[config.mk]
export PLATFORM = sky130hd
export DESIGN_NAME = serial_adder_flat
export DESIGN_NICKNAME = d
export VERILOG_FILES = /design/src/rtl/serial_adder_if.sv /design/src/rtl/serial_adder.sv /design/src/flat_wrapper.sv
export SDC_FILE = /design/constraint.sdc
export NUM_CORES = 1
export LEC_CHECK = 0
export ABC_AREA = 1
export BUFFER_PORTS_ARGS = -buffer_cell sky130_fd_sc_hd__buf_2
export CORE_ASPECT_RATIO = 0.7
export CORE_MARGIN = 2
export CORE_UTILIZATION = 44
export CTS_BUF_LIST = sky130_fd_sc_hd__clkbuf_4
export DETAILED_ROUTE_END_ITERATION = 10
export GPL_ROUTABILITY_DRIVEN = 1
export PLACE_DENSITY = 0.67
export RECOVER_POWER = 100
export SETUP_SLACK_MARGIN = 0.2
export SLEW_MARGIN = 15
export SYNTH_ARGS = -nofsm -noshare
export SYNTH_HDL_FRONTEND = slang
export SYNTH_HIERARCHICAL = 1
export SYNTH_SLANG_ARGS = --single-unit
[constraint.sdc]
create_clock -name clk -period 1.7 [get_ports clk]
set_input_delay 0.17 -clock clk [delete_from_list [all_inputs] [get_ports clk]]
set_output_delay 0.17 -clock clk [all_outputs]
set_load 0.1 [all_outputs]
[src/rtl/serial_adder_if.sv]
// Handshake and operand/result bundle between a controller (master) and serial_adder (slave).
interface serial_adder_if #(
    parameter int unsigned WIDTH = 8
);
    logic             start;
    logic [WIDTH-1:0] a;
    logic [WIDTH-1:0] b;
    logic             cin;
    logic             busy;
    logic             done;
    logic [WIDTH-1:0] sum;
    logic             cout;

    modport master (
        output start, a, b, cin,
        input  busy, done, sum, cout
    );

    modport slave (
        input  start, a, b, cin,
        output busy, done, sum, cout
    );
endinterface

[src/rtl/serial_adder.sv]
// Bit-serial WIDTH-bit adder: one Full_Adder cell fed one operand bit pair per clock,
// with a registered carry; start/busy/done handshake over serial_adder_if.
module Full_Adder (
    input  logic A,
    input  logic B,
    input  logic Cin,
    output logic S,
    output logic Cout
);
    assign S    = A ^ B ^ Cin;
    assign Cout = (A & B) | (Cin & (A ^ B));
endmodule

module serial_adder #(
    parameter int unsigned WIDTH = 8
) (
    input  logic           clk,
    input  logic           rst_n,
    serial_adder_if.slave  bus
);
    localparam int unsigned CW = (WIDTH > 1) ? $clog2(WIDTH) : 1;

    typedef enum logic [1:0] {
        IDLE  = 2'd0,
        SHIFT = 2'd1,
        DONE  = 2'd2
    } state_t;

    state_t           state_q, state_d;
    logic [WIDTH-1:0] a_q, a_d;
    logic [WIDTH-1:0] b_q, b_d;
    logic [WIDTH-1:0] psum_q, psum_d;
    logic [WIDTH-1:0] sum_q, sum_d;
    logic [CW-1:0]    cnt_q, cnt_d;
    logic             c_q, c_d;
    logic             cout_q, cout_d;
    logic             busy_q, busy_d;
    logic             done_q, done_d;

    logic             fa_s;
    logic             fa_cout;
    logic [WIDTH:0]   psum_ext;

    Full_Adder u_fa (
        .A    (a_q[0]),
        .B    (b_q[0]),
        .Cin  (c_q),
        .S    (fa_s),
        .Cout (fa_cout)
    );

    // New sum bit enters at the MSB; the extended vector keeps the slice legal for WIDTH=1.
    assign psum_ext = {fa_s, psum_q};

    always_comb begin
        state_d = state_q;
        a_d     = a_q;
        b_d     = b_q;
        psum_d  = psum_q;
        sum_d   = sum_q;
        cnt_d   = cnt_q;
        c_d     = c_q;
        cout_d  = cout_q;
        busy_d  = busy_q;
        done_d  = done_q;
        unique case (state_q)
            IDLE: begin
                done_d = 1'b0;
                busy_d = 1'b0;
                if (bus.start) begin
                    a_d     = bus.a;
                    b_d     = bus.b;
                    c_d     = bus.cin;
                    cnt_d   = '0;
                    psum_d  = '0;
                    busy_d  = 1'b1;
                    state_d = SHIFT;
                end
            end
            SHIFT: begin
                psum_d = psum_ext[WIDTH:1];
                c_d    = fa_cout;
                a_d    = a_q >> 1;
                b_d    = b_q >> 1;
                cnt_d  = cnt_q + CW'(1);
                if (cnt_q == CW'(WIDTH - 1)) begin
                    sum_d   = psum_ext[WIDTH:1];
                    cout_d  = fa_cout;
                    busy_d  = 1'b0;
                    done_d  = 1'b1;
                    state_d = DONE;
                end
            end
            DONE: begin
                done_d  = 1'b0;
                busy_d  = 1'b0;
                state_d = IDLE;
            end
            default: begin
                done_d  = 1'b0;
                busy_d  = 1'b0;
                state_d = IDLE;
            end
        endcase
    end

    always_ff @(posedge clk or negedge rst_n) begin
        if (!rst_n) begin
            state_q <= IDLE;
            a_q     <= '0;
            b_q     <= '0;
            psum_q  <= '0;
            sum_q   <= '0;
            cnt_q   <= '0;
            c_q     <= 1'b0;
            cout_q  <= 1'b0;
            busy_q  <= 1'b0;
            done_q  <= 1'b0;
        end else begin
            state_q <= state_d;
            a_q     <= a_d;
            b_q     <= b_d;
            psum_q  <= psum_d;
            sum_q   <= sum_d;
            cnt_q   <= cnt_d;
            c_q     <= c_d;
            cout_q  <= cout_d;
            busy_q  <= busy_d;
            done_q  <= done_d;
        end
    end

    assign bus.busy = busy_q;
    assign bus.done = done_q;
    assign bus.sum  = sum_q;
    assign bus.cout = cout_q;
endmodule

[src/flat_wrapper.sv]
// flat-port wrapper written by rule: the top's interface ports become plain ports
module serial_adder_flat 
#(
    parameter int unsigned WIDTH = 8
)
  (clk, rst_n, bus_start, bus_a, bus_b, bus_cin, bus_busy, bus_done, bus_sum, bus_cout);
  serial_adder_if #(.WIDTH(WIDTH)) bus_i ();
  input  logic clk;
  input  logic rst_n;
  input wire logic [$bits(bus_i.start)-1:0] bus_start;
  input wire logic [$bits(bus_i.a)-1:0] bus_a;
  input wire logic [$bits(bus_i.b)-1:0] bus_b;
  input wire logic [$bits(bus_i.cin)-1:0] bus_cin;
  output wire logic [$bits(bus_i.busy)-1:0] bus_busy;
  output wire logic [$bits(bus_i.done)-1:0] bus_done;
  output wire logic [$bits(bus_i.sum)-1:0] bus_sum;
  output wire logic [$bits(bus_i.cout)-1:0] bus_cout;
  assign bus_i.start = bus_start;
  assign bus_i.a = bus_a;
  assign bus_i.b = bus_b;
  assign bus_i.cin = bus_cin;
  assign bus_busy = bus_i.busy;
  assign bus_done = bus_i.done;
  assign bus_sum = bus_i.sum;
  assign bus_cout = bus_i.cout;
  serial_adder #(.WIDTH(WIDTH)) u_core (.clk(clk), .rst_n(rst_n), .bus(bus_i));
endmodule
# Word level (Yosys, flattened, before mapping)

Index checks and enable logic that the tools add are counted.

Mux-type cells: 18
Bitwise logic cells: 5
Reductions and logical operators: 5
Eq/ne operators: 4
Add/sub/neg operators: 1

Operator list:

| kind                | number |
|---|---|
| $pmux 8 s2          | 3 |
| $mux 8              | 3 |
| $pmux 3 s2          | 1 |
| $reduce_and 2->1    | 3 |
| $mux 1              | 5 |
| $mux 2              | 2 |
| $pmux 1 s2          | 2 |
| $pmux 2 s2          | 1 |
| $add 3x1->3 const B | 1 |
| $eq 3x3->1 const B  | 1 |
| $mux 3              | 1 |
| $and 1x1->1         | 2 |
| $eq 2x1->1 const B  | 1 |
| $logic_not 2->1     | 1 |
| $ne 2x1->1 const B  | 1 |
| $ne 2x2->1 const B  | 1 |
| $reduce_bool 2->1   | 1 |
| $xor 1x1->1         | 2 |
| $or 1x1->1          | 1 |

Word-level logic and storage cells: 43
Register bits: 41

# Depth between registers and ports, before layout

Depth after elaboration: 4
Depth in mapped cells: 7

# Modules after synthesis

Netlist, hierarchy kept.

By module, submodules not included:

| module       | times used | cells each | area each (µm²) |
|---|---|---|---|
| serial_adder | 1          | 224        | 1910.6 |
| Full_Adder   | 1          | 1          | 20.0 |

# Worst setup path after synthesis

No wires, ideal clock.

Path kind: register to register
Start: register u_core.cnt_q[0]
End: register u_core.sum_q[2] (netlist: u_core/bus.sum[2])
Stages on the path, launching flop included: 7
Required time: 1.626 ns
Arrival: 1.198 ns
Path slack: 0.428 ns
Setup time: 0.074 ns
Period minus slack after synthesis: 1.272 ns
Cells stage by stage: dfrtp_1 > ha_1 > ha_1 > nand2_4 > buf_6 > nand2_1 > o21ai_2

Longest elaborated chain between the ends: 2

RTL lines:

| element                           | line                | RTL |
|---|---|---|
| start: declaration                | serial_adder.sv:34  | `logic [CW-1:0] cnt_q, cnt_d;` |
| start signal: assignment          | serial_adder.sv:125 | `cnt_q <= cnt_d;` |
| $eq 3x3->1                        | serial_adder.sv:86  | `if (cnt_q == CW'(WIDTH - 1)) begin` |
| $reduce_and 2->1 (no source line) | --                  |  |
| end signal: assignment            | serial_adder.sv:124 | `sum_q <= sum_d;` |
| end: declaration                  | serial_adder.sv:33  | `logic [WIDTH-1:0] sum_q, sum_d;` |

Every way passes these cells.
A chain may end at the register's enable or synchronous reset.

# Worst setup path after layout

Start: register u_core.state_q[0]
End: register u_core.state_q[0]

Longest elaborated chain between the ends: 3
Elaborated cells between the ends (all ways): 6
Those cells by class: eq/ne (3); mux (1); reduce/logical (2)

RTL lines:

| element                                                   | line                | RTL |
|---|---|---|
| start: declaration                                        | serial_adder.sv:29  | `state_t state_q, state_d;` |
| start signal: assignment                                  | serial_adder.sv:120 | `state_q <= state_d;` |
| $eq 2x1->1 or $logic_not 2->1 (tied branches)             | serial_adder.sv:66  | `unique case (state_q)` |
| $ne 2x1->1 (no source line) or $ne 2x2->1 (tied branches) | --                  |  |
| $reduce_and 2->1 (no source line)                         | --                  |  |

Several ways; a longest one is shown, not always the timed one.

==> impl_metrics.py <==
metrics = {
    "timing": {
        "tightest_slew_ns": 0.982,
        "post-route-period-util_pct": 84.4,
        "fmax_mhz": 697,
        "hold_viol": 0,
        "grt_setup_unrepaired": "false",
        "relSlewSlack_pct": 34.5,
        "layout_min_cycle_time_ns": 1.43,
        "setup_tns_final_ns": 0,
        "setup-violations-final": 0,
        "clock_skew_ns": 0.00832,
        "timing_max_transition_violations_final": 0,
    },
    "critical_path": {
        "timing.critical_path.to_type": "flop",
        "cp-start-kind": "flop",
        "critPathMaxFanout": 12,
        "startpoint": "u_core/state_q[0]",
        "path_buf_inv": 2,
        "worstSetupPathType": "flop to flop",
        "crit_slowest_cell": "sky130_fd_sc_hd__dfrtp_1",
        "critical_path.cell_chain": "clkbuf_1 -> nor2_1 -> inv_1 -> o21ai_0",
        "crit_arrival_ns": 1.66,
        "critPathTopFamily": "flip-flops",
        "worst_r2r_startpoint": "u_core/state_q[0]",
        "worst_ep_required_time_ns": 1.93,
        "critical-path-max-stage-delay_ns": 0.57,
    },
    "floorplanning": {
        "core_region_area_sq_um": 4280,
        "rows": 20,
        "design.portCount": 31,
        "die_x_um": 83.2,
        "start_util_pct": 45.1,
        "die_y_um": 59.4,
        "die-area_sq_um": 4940,
    },
    "cts": {
        "tritoncts": "done",
        "cts_htree_levels": 2,
        "post_cts_repair_resize_count": 0,
        "clk_transition_reported_paths_ns": 0.12,
        "tritoncts_num_sinks": 40,
        "cts_post_setup_buffers_inserted": 0,
        "clockBufferDepth": 2,
        "cts_buffers": 5,
        "cts_root_buffer": "sky130_fd_sc_hd__clkbuf_4",
        "clkLatencyLatePin_ns": 0.34,
    },
    "yosys": {
        "synth_area_leaders": "sky130_fd_sc_hd__dfrtp_1 (52%), sky130_fd_sc_hd__nand2_1 (14%), sky130_fd_sc_hd__nand3_1 (7.8%), sky130_fd_sc_hd__inv_1 (7.6%), sky130_fd_sc_hd__o21ai_2 (3.6%)",
        "netlist.area_leader.share_pct": 51.8,
        "post_synth_instance_area_sq_um": 1930,
        "syn-instance-count": 225,
        "synth_area_per_inst_sq_um": 8.58,
        "yosys_warnings": 6,
        "yosys.cell_types.count": 21,
        "synth_nets": 248,
        "post_synthesis_cell_type_with_the_largest_combined_area": "sky130_fd_sc_hd__dfrtp_1",
        "yosys_register_bits": 40,
        "synth_sequential_area_ratio_pct": 51.8,
    },
    "global_routing": {
        "antenna_violations_before_repair": 0,
        "grt.overflow.total": 0,
        "grt_max_degree": 27,
        "number_of_global_route_vias_before_repair": 1342,
        "grt_pass1_wl_mm": 6.15,
        "gr-usage-all-layers_pct": 15.9,
    },
    "power": {
        "pwr_density_cell_nw_per_um2": 2180,
        "vdd_ir_drop_max_uv": 1050,
        "static-leakage-power_nw": 1.21,
    },
    "place": {
        "place_hpwl_mm": 2.39,
        "place_congestion": 0.754,
        "place.port_buffers": 30,
        "placed_cell_area_sq_um": 2110,
    },
    "layout": {
        "drive_above_1_share_pct": 18.2,
        "finish.net_count": 280,
        "final_cell_mix": "sky130_fd_sc_hd__nand2_1 (72), sky130_fd_sc_hd__dfrtp_1 (40), sky130_fd_sc_hd__inv_1 (39)",
        "antenna-diode-count": 0,
        "area_growth_pct": 12.0,
        "finalInstanceArea_sq_um": 2160,
        "layout.cells.most_common": "sky130_fd_sc_hd__nand2_1",
    },
    "detailed_routing": {
        "detailroute.via_count": 1443,
        "drtIter0Drc": 64,
        "drc": 0,
        "detailed_route_wl_mm": 3.42,
        "drtPass1Iterations": 4,
        "routedWlPerCell_um": 10.9,
        "drt-vias-per-instance": 4.61,
        "remaining_number_of_nets_flagged_by_the_antenna_check_after_routing": 0,
    },
    "worst_hold_path": {
        "hp-start": "bus_a[7]",
        "min_path_type": "input pin to flop",
    },
    "outcome": {
        "status": "finished clean",
    },
    "job": {
        "max_cap_viol_count": 0,
    },
}
-- final cells by class --
| type | instances | area (sq um) |
|---|---|---|
| Multi-Input combinational cell | 134 | 657 |
| Timing Repair Buffer | 34 | 190 |
| Clock inverter | 2 | 35.0 |
| Clock buffer | 6 | 45.0 |
| Sequential cell | 40 | 1000 |
| Inverter | 42 | 165 |
| Tap cell | 55 | 68.8 |
| Fill cell | 433 | 2120 |
-- metal layers --
metal / global-route usage (%) / up-vias / part of all wire (%)
met1: 24.4 / 657 / 57
met2: 21.1 / 31 / 37
met4: 5.62 / 0 / 1.3
li1: - / 750 / -
met5: 0 / - / 0
met3: 4.87 / 5 / 4.2
-- repair_timing --
item	4_1_cts	5_1_grt
hold buffers	1	0
endpoints found under the hold margin	16	0
endpoints found under the setup margin	0	0
-- final timing paths --
kind,to,slack (ns),cells after the start
worst min-delay path,u_core/a_q[7],0.05,3
min in group asynchronous,u_core/bus.sum[4],0.49,2
max in group asynchronous,u_core/a_q[2],0.56,3
worst max-delay path,u_core/state_q[0],0.27,4
worst max register to register,u_core/state_q[0],0.27,4
worst min register to register,u_core/cnt_q[0],0.48,1
-- power breakdown --
part	switching, mW	leakage (nW)	internal [mW]
registers	0.267	0.497	1.39
clock network	0.314	0.0456	0.325
logic	1.79	0.668	0.617
-- cells in the mapped netlist (all sizes together) --
master  instances
a21oi           1
fa              1
nand2          76
nand3b          1
inv            42
ha              2
nand3          30
buf             9
o21ai          18
dfrtp          40
nor2            5
-- through the flow --
step                hold WS (ns)  worst slack (ns)  utilization [%]  std cells  total power [mW]
floorplan                 -0.126             0.428                -        225              3.81
detailed placement         0.128             0.343             49.2        304              4.20
global route              0.0425             0.136             50.5        313              5.11
finish                    0.0472             0.265             50.5        313              4.71
global placement           0.129             0.325             49.2        304              4.16
CTS                       0.0412             0.322             51.3        313              4.84
-- worst register-to-register path, stage by stage, from the launching register on --
cell and delay [ns]:
sky130_fd_sc_hd__dfrtp_1 0.57, sky130_fd_sc_hd__clkbuf_1 0.44, sky130_fd_sc_hd__nor2_1 0.15, sky130_fd_sc_hd__inv_1 0.09
sky130_fd_sc_hd__o21ai_0 0.08
-- sequential cells by signal, indices dropped and copies added, names as in the netlist --
name / cells
u_core/a_q: 8
u_core/b_q: 8
u_core/bus.busy: 1
u_core/bus.cout: 1
u_core/bus.done: 1
u_core/bus.sum: 8
u_core/c_q: 1
u_core/cnt_q: 3
u_core/psum_q: 7
u_core/state_q: 2
-- kinds of logic after synthesis --
family                   count (synthesis)  share of synthesized area, %
adder cells (fa/ha/maj)                  3                          2.33
flip-flops                              40                          51.8
AND/OR/NAND/NOR                        112                          26.8
buffers and inverters                   51                          12.6
AO/OA/AOI/OAI                           19                          6.48
Power figures use the tool's default switching activity.
